==> config.mk <==
export PLATFORM = sky130hd
export DESIGN_NAME = mvau_weight_mem_multi
export DESIGN_NICKNAME = d
export VERILOG_FILES = /design/src/rtl/mvau_wmem_pkg.sv /design/src/rtl/mvau_wmem_bank.sv /design/src/rtl/mvau_weight_mem_multi.sv
export SDC_FILE = /design/constraint.sdc
export NUM_CORES = 1
export LEC_CHECK = 0
export CORE_UTILIZATION = 52
export DETAILED_ROUTE_END_ITERATION = 6
export GPL_ROUTABILITY_DRIVEN = 0
export PLACE_DENSITY = 0.83
export SETUP_SLACK_MARGIN = 0.05
export SYNTH_ARGS = -nofsm -noshare
export SYNTH_HDL_FRONTEND = slang
export SYNTH_SLANG_ARGS = --single-unit
==> constraint.sdc <==
create_clock -name aclk -period 1.65 [get_ports aclk]
set_input_delay 0.33 -clock aclk [delete_from_list [all_inputs] [get_ports aclk]]
set_output_delay 0.33 -clock aclk [all_outputs]
set_load 0.05 [all_outputs]
==> src/rtl/mvau_wmem_pkg.sv <==
// Shared types for the runtime-loadable MVAU weight memory.
// Load/serve FSM states and the read-latency legality helper.
package mvau_wmem_pkg;

  typedef enum logic [1:0] {
    ST_EMPTY = 2'd0,
    ST_LOAD  = 2'd1,
    ST_READY = 2'd2
  } wmem_state_e;

  // Only a bare BRAM read (1) or BRAM read plus output register (2) is supported.
  function automatic bit rd_lat_legal(input int lat);
    return (lat == 1) || (lat == 2);
  endfunction

endpackage

==> src/rtl/mvau_wmem_bank.sv <==
// One PE weight bank: single write port, single synchronous read port,
// optional output register so the whole read path maps onto a block RAM.
module mvau_wmem_bank #(
  parameter int WIDTH   = 2,
  parameter int DEPTH   = 4,
  parameter int ADDR_BW = 2,
  parameter bit OUT_REG = 1'b0
) (
  input  logic               aclk,
  input  logic               aresetn,
  input  logic               we,
  input  logic [ADDR_BW-1:0] waddr,
  input  logic [WIDTH-1:0]   wdata,
  input  logic               re,
  input  logic               clr,
  input  logic [ADDR_BW-1:0] raddr,
  input  logic               out_en,
  output logic [WIDTH-1:0]   rdata
);

  (* ram_style = "auto" *) logic [WIDTH-1:0] mem [0:DEPTH-1];
  logic [WIDTH-1:0] rd_q;

  always_ff @(posedge aclk) begin
    if (we) begin
      mem[waddr] <= wdata;
    end
  end

  // clr models the RAM output-latch reset used for out-of-range reads.
  always_ff @(posedge aclk or negedge aresetn) begin
    if (!aresetn) begin
      rd_q <= '0;
    end else if (re) begin
      rd_q <= mem[raddr];
    end else if (clr) begin
      rd_q <= '0;
    end
  end

  if (OUT_REG) begin : g_out_reg
    logic [WIDTH-1:0] out_q;

    always_ff @(posedge aclk or negedge aresetn) begin
      if (!aresetn) begin
        out_q <= '0;
      end else if (out_en) begin
        out_q <= rd_q;
      end
    end

    assign rdata = out_q;
  end else begin : g_no_out_reg
    logic unused_out_en;
    assign unused_out_en = out_en;
    assign rdata         = rd_q;
  end

endmodule

==> src/rtl/mvau_weight_mem_multi.sv <==
// Multi-PE weight memory: streamed run-time load (address-major, PE-minor)
// followed by parallel reads of all banks with RD_LAT-cycle latency.
module mvau_weight_mem_multi
  import mvau_wmem_pkg::*;
#(
  parameter int PE           = 2,
  parameter int SIMD         = 2,
  parameter int TW           = 1,
  parameter int WMEM_DEPTH   = 4,
  parameter int WMEM_ADDR_BW = 2,
  parameter int RD_LAT       = 1
) (
  input  logic                       aclk,
  input  logic                       aresetn,
  input  logic [SIMD*TW-1:0]         s_wload_tdata,
  input  logic                       s_wload_tvalid,
  output logic                       s_wload_tready,
  input  logic                       wmem_rd_en,
  input  logic [WMEM_ADDR_BW-1:0]    wmem_addr,
  output logic [PE*SIMD*TW-1:0]      wmem_out,
  output logic                       wmem_valid,
  output logic                       wmem_loaded,
  output logic                       wmem_addr_err
);

  localparam int WORD_W = SIMD * TW;
  localparam int IDX_BW = (WMEM_DEPTH > 1) ? $clog2(WMEM_DEPTH) : 1;
  localparam int PE_BW  = (PE > 1) ? $clog2(PE) : 1;
  localparam logic [WMEM_ADDR_BW:0] DEPTH_LIM = (WMEM_ADDR_BW + 1)'(WMEM_DEPTH);

  if (!rd_lat_legal(RD_LAT)) begin : g_bad_rd_lat
    $error("mvau_weight_mem_multi: RD_LAT must be 1 or 2");
  end

  wmem_state_e       state, state_nxt;
  logic [PE_BW-1:0]  bank_cnt;
  logic [IDX_BW-1:0] addr_cnt;
  logic [RD_LAT-1:0] vld_pipe, err_pipe;
  logic              beat_acc, last_beat, rd_acc, in_range, in_flight;

  assign s_wload_tready = (state == ST_LOAD);
  assign wmem_loaded    = (state == ST_READY);
  assign beat_acc       = s_wload_tvalid && s_wload_tready;
  assign last_beat      = (bank_cnt == PE_BW'(PE - 1)) && (addr_cnt == IDX_BW'(WMEM_DEPTH - 1));
  assign rd_acc         = (state == ST_READY) && wmem_rd_en;
  assign in_range       = ({1'b0, wmem_addr} < DEPTH_LIM);

  // The final pipe stage is the one presenting data, so it no longer blocks a reload.
  if (RD_LAT == 2) begin : g_flight2
    assign in_flight = vld_pipe[0];
  end else begin : g_flight1
    assign in_flight = 1'b0;
  end

  always_ff @(posedge aclk or negedge aresetn) begin
    if (!aresetn) begin
      state <= ST_EMPTY;
    end else begin
      state <= state_nxt;
    end
  end

  always_comb begin
    state_nxt = state;
    case (state)
      ST_EMPTY: if (s_wload_tvalid) state_nxt = ST_LOAD;
      ST_LOAD:  if (beat_acc && last_beat) state_nxt = ST_READY;
      ST_READY: if (s_wload_tvalid && !rd_acc && !in_flight) state_nxt = ST_LOAD;
      default:  state_nxt = ST_EMPTY;
    endcase
  end

  // Counters sit at zero outside LOAD, so every load starts at bank 0, address 0.
  always_ff @(posedge aclk or negedge aresetn) begin
    if (!aresetn) begin
      bank_cnt <= '0;
      addr_cnt <= '0;
    end else if (state != ST_LOAD) begin
      bank_cnt <= '0;
      addr_cnt <= '0;
    end else if (beat_acc) begin
      if (bank_cnt == PE_BW'(PE - 1)) begin
        bank_cnt <= '0;
        addr_cnt <= last_beat ? '0 : addr_cnt + IDX_BW'(1);
      end else begin
        bank_cnt <= bank_cnt + PE_BW'(1);
      end
    end
  end

  always_ff @(posedge aclk or negedge aresetn) begin
    if (!aresetn) begin
      vld_pipe <= '0;
      err_pipe <= '0;
    end else begin
      vld_pipe[0] <= rd_acc;
      err_pipe[0] <= rd_acc && !in_range;
      for (int i = 1; i < RD_LAT; i++) begin
        vld_pipe[i] <= vld_pipe[i-1];
        err_pipe[i] <= err_pipe[i-1];
      end
    end
  end

  assign wmem_valid    = vld_pipe[RD_LAT-1];
  assign wmem_addr_err = err_pipe[RD_LAT-1];

  for (genvar p = 0; p < PE; p++) begin : g_bank
    mvau_wmem_bank #(
      .WIDTH   (WORD_W),
      .DEPTH   (WMEM_DEPTH),
      .ADDR_BW (IDX_BW),
      .OUT_REG (RD_LAT == 2)
    ) u_bank (
      .aclk    (aclk),
      .aresetn (aresetn),
      .we      (beat_acc && (bank_cnt == PE_BW'(p))),
      .waddr   (addr_cnt),
      .wdata   (s_wload_tdata),
      .re      (rd_acc && in_range),
      .clr     (rd_acc && !in_range),
      .raddr   (wmem_addr[IDX_BW-1:0]),
      .out_en  (vld_pipe[0]),
      .rdata   (wmem_out[p*WORD_W +: WORD_W])
    );
  end

endmodule

**After elaboration in Yosys (flattened, before gate mapping)**

Memory sizes are Yosys's and may differ from the RTL's. A register that Yosys moved wholly into a read port is not among the register bits.
Index checks and enable logic that the tools add are counted.

- Equal/unequal tests: 7
- Add/subtract/negate cells: 2
- Muxes and demuxes: 15
- Reductions and logical operators: 15
- Bitwise logic cells: 1

Operators with widths:

| cell | count |
|---|---|
| $mux 2 | 7 |
| $logic_and 1x1->1 | 7 |
| $mux 1 | 7 |
| $ne 2x1->1 const B | 3 |
| $pmux 2 s3 | 1 |
| $eq 2x2->1 const B | 2 |
| $reduce_bool 2->1 | 2 |
| $logic_not 1->1 | 3 |
| $reduce_and 3->1 | 1 |
| $add 2x1->2 const B | 1 |
| $eq 2x1->1 const B | 1 |
| $logic_not 2->1 | 1 |
| $ne 2x2->1 const B | 1 |
| $reduce_and 2->1 | 1 |
| $add 1x1->1 const B | 1 |
| $not 1->1 | 1 |

- Input port bits: 8
- Logic and storage cells: 46
- Output and inout bits: 8
- Bits in registers: 6
- Memory bits (writable): 16
- Memories kept: 2

Memories:

| memory | words | width | rd ports | clocked after Yosys merged registers in | write ports | line | text |
|---|---|---|---|---|---|---|---|
| g_bank[0].u_bank.mem | 4 | 2 | 1 | 1 | 1 | mvau_wmem_bank.sv:21 | `(* ram_style = "auto" *) logic [WIDTH-1:0] mem [0:DEPTH-1];` |
| g_bank[1].u_bank.mem | 4 | 2 | 1 | 1 | 1 | mvau_wmem_bank.sv:21 |  |

**Logic depth before layout (Yosys ltp)**

- Depth in word-level cells: 6
- Mapped depth: 4

**By module**

From an unflattened synthesis, not the netlist that was laid out.

- Cells, all modules: 71
- Area total of the unflattened synthesis: 1122.3 um^2

Modules (own cells, without submodules):

| module | seq. area each (um^2) | area an instance (um^2) | cells an instance | instances |
|---|---|---|---|---|
| mvau_wmem_bank | 290.3 | 390.4 | 20 | 2 |
| mvau_weight_mem_multi | 150.1 | 341.6 | 31 | 1 |

**Worst setup path after synthesis**

OpenSTA, ideal clock, no wires.

- Path kind: flip-flop to flip-flop
- Start point: reg state[1]
- End point: mem g_bank[1].u_bank.mem[0][0], enable pin
- Clock period less this slack: 1.486 ns
- Slack: 0.164 ns
- Cell stages (with the launch flop): 4
- Path buffers: 0
- Arrival: 1.187 ns
- Path through: dfrtp_1 -> nand2b_1 -> inv_1 -> and3_1

- Word-level cells in the longest chain between the ends: 5

RTL lines:

| what | line | text |
|---|---|---|
| start, declared | mvau_weight_mem_multi.sv:35 | `wmem_state_e state, state_nxt;` |
| start signal, assigned | mvau_weight_mem_multi.sv:59 | `state <= state_nxt;` |
| $eq 2x1->1 | mvau_weight_mem_multi.sv:41 | `assign s_wload_tready = (state == ST_LOAD);` |
| via s_wload_tready | mvau_weight_mem_multi.sv:17 | `output logic s_wload_tready,` |
| $logic_and 1x1->1 | mvau_weight_mem_multi.sv:43 | `assign beat_acc = s_wload_tvalid && s_wload_tready;` |
| $logic_and 1x1->1 | mvau_weight_mem_multi.sv:117 | `.we (beat_acc && (bank_cnt == PE_BW'(p))),` |
| $mux 1 | mvau_wmem_bank.sv:25 | `if (we) begin` |
| $mux 1 (not written as such) | mvau_wmem_bank.sv:26 | `mem[waddr] <= wdata;` |
| end, declared | mvau_wmem_bank.sv:21 |  |

The timed path passes the listed nets, and every way through them passes these cells.

==> flow_summary.json <==
{
  "status": "complete, no violations",
  "fin_worst_skew_ns": 0.00711,
  "die_h_um": 48.9,
  "ff2ff_setup_slack_ns": 0.26,
  "cts_tree": "yes",
  "viasPerCell": 5.59,
  "initial_utilization_pct": 56.7,
  "proportion_of_layout_cells_with_a_drive_suffix_above_1_pct": 30.3,
  "critical_path.reg2reg.startpoint": "state[1]$_DFFE_PN0P_",
  "grt_max_degree": 15,
  "via_count": 648,
  "clkTransAtPathRegs_ns": 0.14,
  "hold_path_class": "input port to async pin",
  "synth-warning-count": 0,
  "antenna_diode_count": 0,
  "netlist_instances": 71,
  "total_wire_length_after_detailed_routing_mm": 1.86,
  "max-vdd-ir-drop_mv": 0.752,
  "worst-path-max-fanout": 4,
  "rows": 16,
  "insertion_delay_ns": 0.31,
  "static-leakage-power_nw": 0.561,
  "port-buffer-count": 14,
  "cts.htree.levels": 1,
  "n_fill_cell": 138,
  "grt_first_pass_wirelength_mm": 3.25,
  "finalHoldViolations": 0,
  "proportion_of_synthesized_chip_area_in_sequential_cells_pct": 63.8,
  "synthesis.area_per_instance_um2": 16.1,
  "finalSetupTns_ns": 0,
  "power_per_cell_area_nw_per_um2": 1250,
  "drc": 0,
  "synth.net_count": 83,
  "timing_max_transition_violations_final": 0,
  "max_clock_freq_mhz": 644,
  "layout_min_cycle_time_ns": 1.55,
  "drt-pass1-iter-count": 4,
  "number_of_distinct_library_cells_after_synthesis": 26,
  "syn_to_final_growth_pct": 19.9,
  "cell_area_after_synthesis_um2": 1150,
  "grtUsageTotal_pct": 18.4,
  "final.period_utilization_pct": 94.1,
  "final_net_count": 102,
  "layout_common_cells": "edfxtp_1, dfrtp_1, buf_4",
  "rsz_0062_raised_after_global_routing": "no",
  "end_kind": "flip-flop",
  "critical_path_rt_ns": 1.86,
  "clock-sinks": 26,
  "overflow": 0,
  "most_common_cell_after_layout_fill_and_taps_aside": "edfxtp_1",
  "final_antenna_net_count": 0,
  "cts_buffer_depth": 2,
  "die_x_um": 48.9,
  "fin_worst_hold_slack_ns": 0.328,
  "critical_path_class": "input port to flip-flop",
  "ys_ff_latch": 26,
  "crit_path_start_kind": "input port",
  "cpMaxStageDelayCell": "clkdlybuf4s50_1",
  "cts.root.buffer_cell": "clkbuf_4",
  "worstReg2RegEnd": "g_bank[1].u_bank.mem[1][0]$_DFFE_PP_",
  "grt_pass1_vias": 713,
  "drt_iter0_drc": 8,
  "reg2reg_depth": 4,
  "cts-hold-fix-buffers": 0,
  "die_area_um2": 2400,
  "final-setup-viol-count": 0,
  "core-area_um2": 2020,
  "hpwl_detailed_mm": 1.35,
  "number_of_clock_buffers_inserted_by_tritoncts": 3,
  "drt-wirelength-per-cell_um": 16.1,
  "timing.critical_path.slowest_cell_delay_ns": 0.62,
  "floorplan.io_pins": 16,
  "max_cap_check_violation_count": 0,
  "crit_path_cell_trace": "clkdlybuf4s50_1 -> mux4_2 -> mux2_4",
  "antenna_found_initial": 0,
  "arrival_ns": 1.76
}
## metal layers
metal	track usage, %	wire length [µm]
met1	19.5	764
met2	35.6	1030
met3	2.80	50
met4	7.35	12
met5	0	0
## synth_stat cells
cell,number,area share [%]
conb_1,1,0.33
nor4bb_1,1,0.87
and3b_1,1,0.76
a21oi_1,1,0.44
nand2b_1,2,1.1
a311oi_1,1,0.76
nand3_1,1,0.44
and3_1,4,2.2
and2_1,5,2.7
mux4_2,4,7.9
xnor2_1,1,0.76
clkbuf_2,1,0.44
nor2b_1,1,0.55
a21bo_2,1,0.87
dfrtp_1,10,22
o21a_1,2,1.3
inv_1,3,0.98
ha_1,4,4.4
edfxtp_1,16,42
buf_4,1,0.66
a21boi_0,1,0.66
a32o_1,1,0.87
mux2_4,4,5.2
and4bb_2,1,1.1
nor2_1,2,0.66
clkbuf_1,1,0.33
## critical path, delay by kind of cell
| kind | cells | cell delay, ns |
|---|---|---|
| buffers and inverters | 1 | 0.62 |
| multiplexers | 2 | 0.80 |
## flip-flops by register name, indices dropped and copies added, names as in the netlist
| signal | count |
|---|---|
| g_bank.u_bank.mem | 16 |
| g_bank.u_bank.rdata | 4 |
| addr_cnt | 2 |
| state | 2 |
| bank_cnt | 1 |
| wmem_valid | 1 |
## how the worst max path moves through the flow
stage	from	to	cells after the start
after floorplan	state[1]$_DFFE_PN0P_	g_bank[1].u_bank.mem[0][0]$_DFFE_PP_	3
after CTS	state[0]$_DFFE_PN0P_	wmem_loaded	2
final	wmem_addr[0]	g_bank[0].u_bank.rdata[1]$_DFFE_PN0P_	3
after detailed placement	wmem_addr[0]	g_bank[0].u_bank.rdata[1]$_DFFE_PN0P_	3
after global routing	wmem_addr[0]	g_bank[0].u_bank.rdata[1]$_DFFE_PN0P_	3
after global placement	wmem_addr[0]	g_bank[1].u_bank.rdata[0]$_DFFE_PN0P_	3
## metrics by stage
step	total power, mW	setup slack [ns]	utilization (%)	instance area, µm²	instances
finish	1.71	0.0982	67.9	1370	116
global route	1.80	0.0536	67.9	1370	116
CTS	1.72	0.0607	67.8	1370	116
detailed placement	1.39	-0.249	65.6	1330	111
global placement	1.37	-0.224	65.6	1330	111
floorplan	1.21	0.164	-	1150	71
## timing repair
action / CTS / global route
hold endpoints to repair: 0 / 0
resized for setup: 1 / 2
setup endpoints to repair: 1 / 2
setup buffers: 1 / 0
pin swaps: 0 / 0
## cells by family after synthesis
group | synth area share [%]
AOI/OAI and AO/OA | 4.91
xor gates and xnor gates | 0.764
adders and majority gates | 4.37
buffers and inverters | 2.40
DFF | 63.8
muxes | 13.1
other | 0.327
and+or+nand+nor | 10.4
## power breakdown
| part | total, mW | internal (mW) | switching (mW) | leakage, nW |
|---|---|---|---|---|
| clock | 0.312 | 0.135 | 0.177 | 0.0210 |
| combinational | 0.513 | 0.246 | 0.267 | 0.265 |
| sequential | 0.889 | 0.804 | 0.0850 | 0.275 |
## final cells by class
class                           instances  area (µm²)  area share [%]
Sequential cell                        26         732            53.3
Timing Repair Buffer                   17         170            12.4
Clock buffer                            4        36.3            2.64
Multi-Input combinational cell         39         390            28.4
Tap cell                               27        33.8            2.46
Inverter                                3        11.3           0.820
Note: power is estimated with default switching activity, not from simulation.
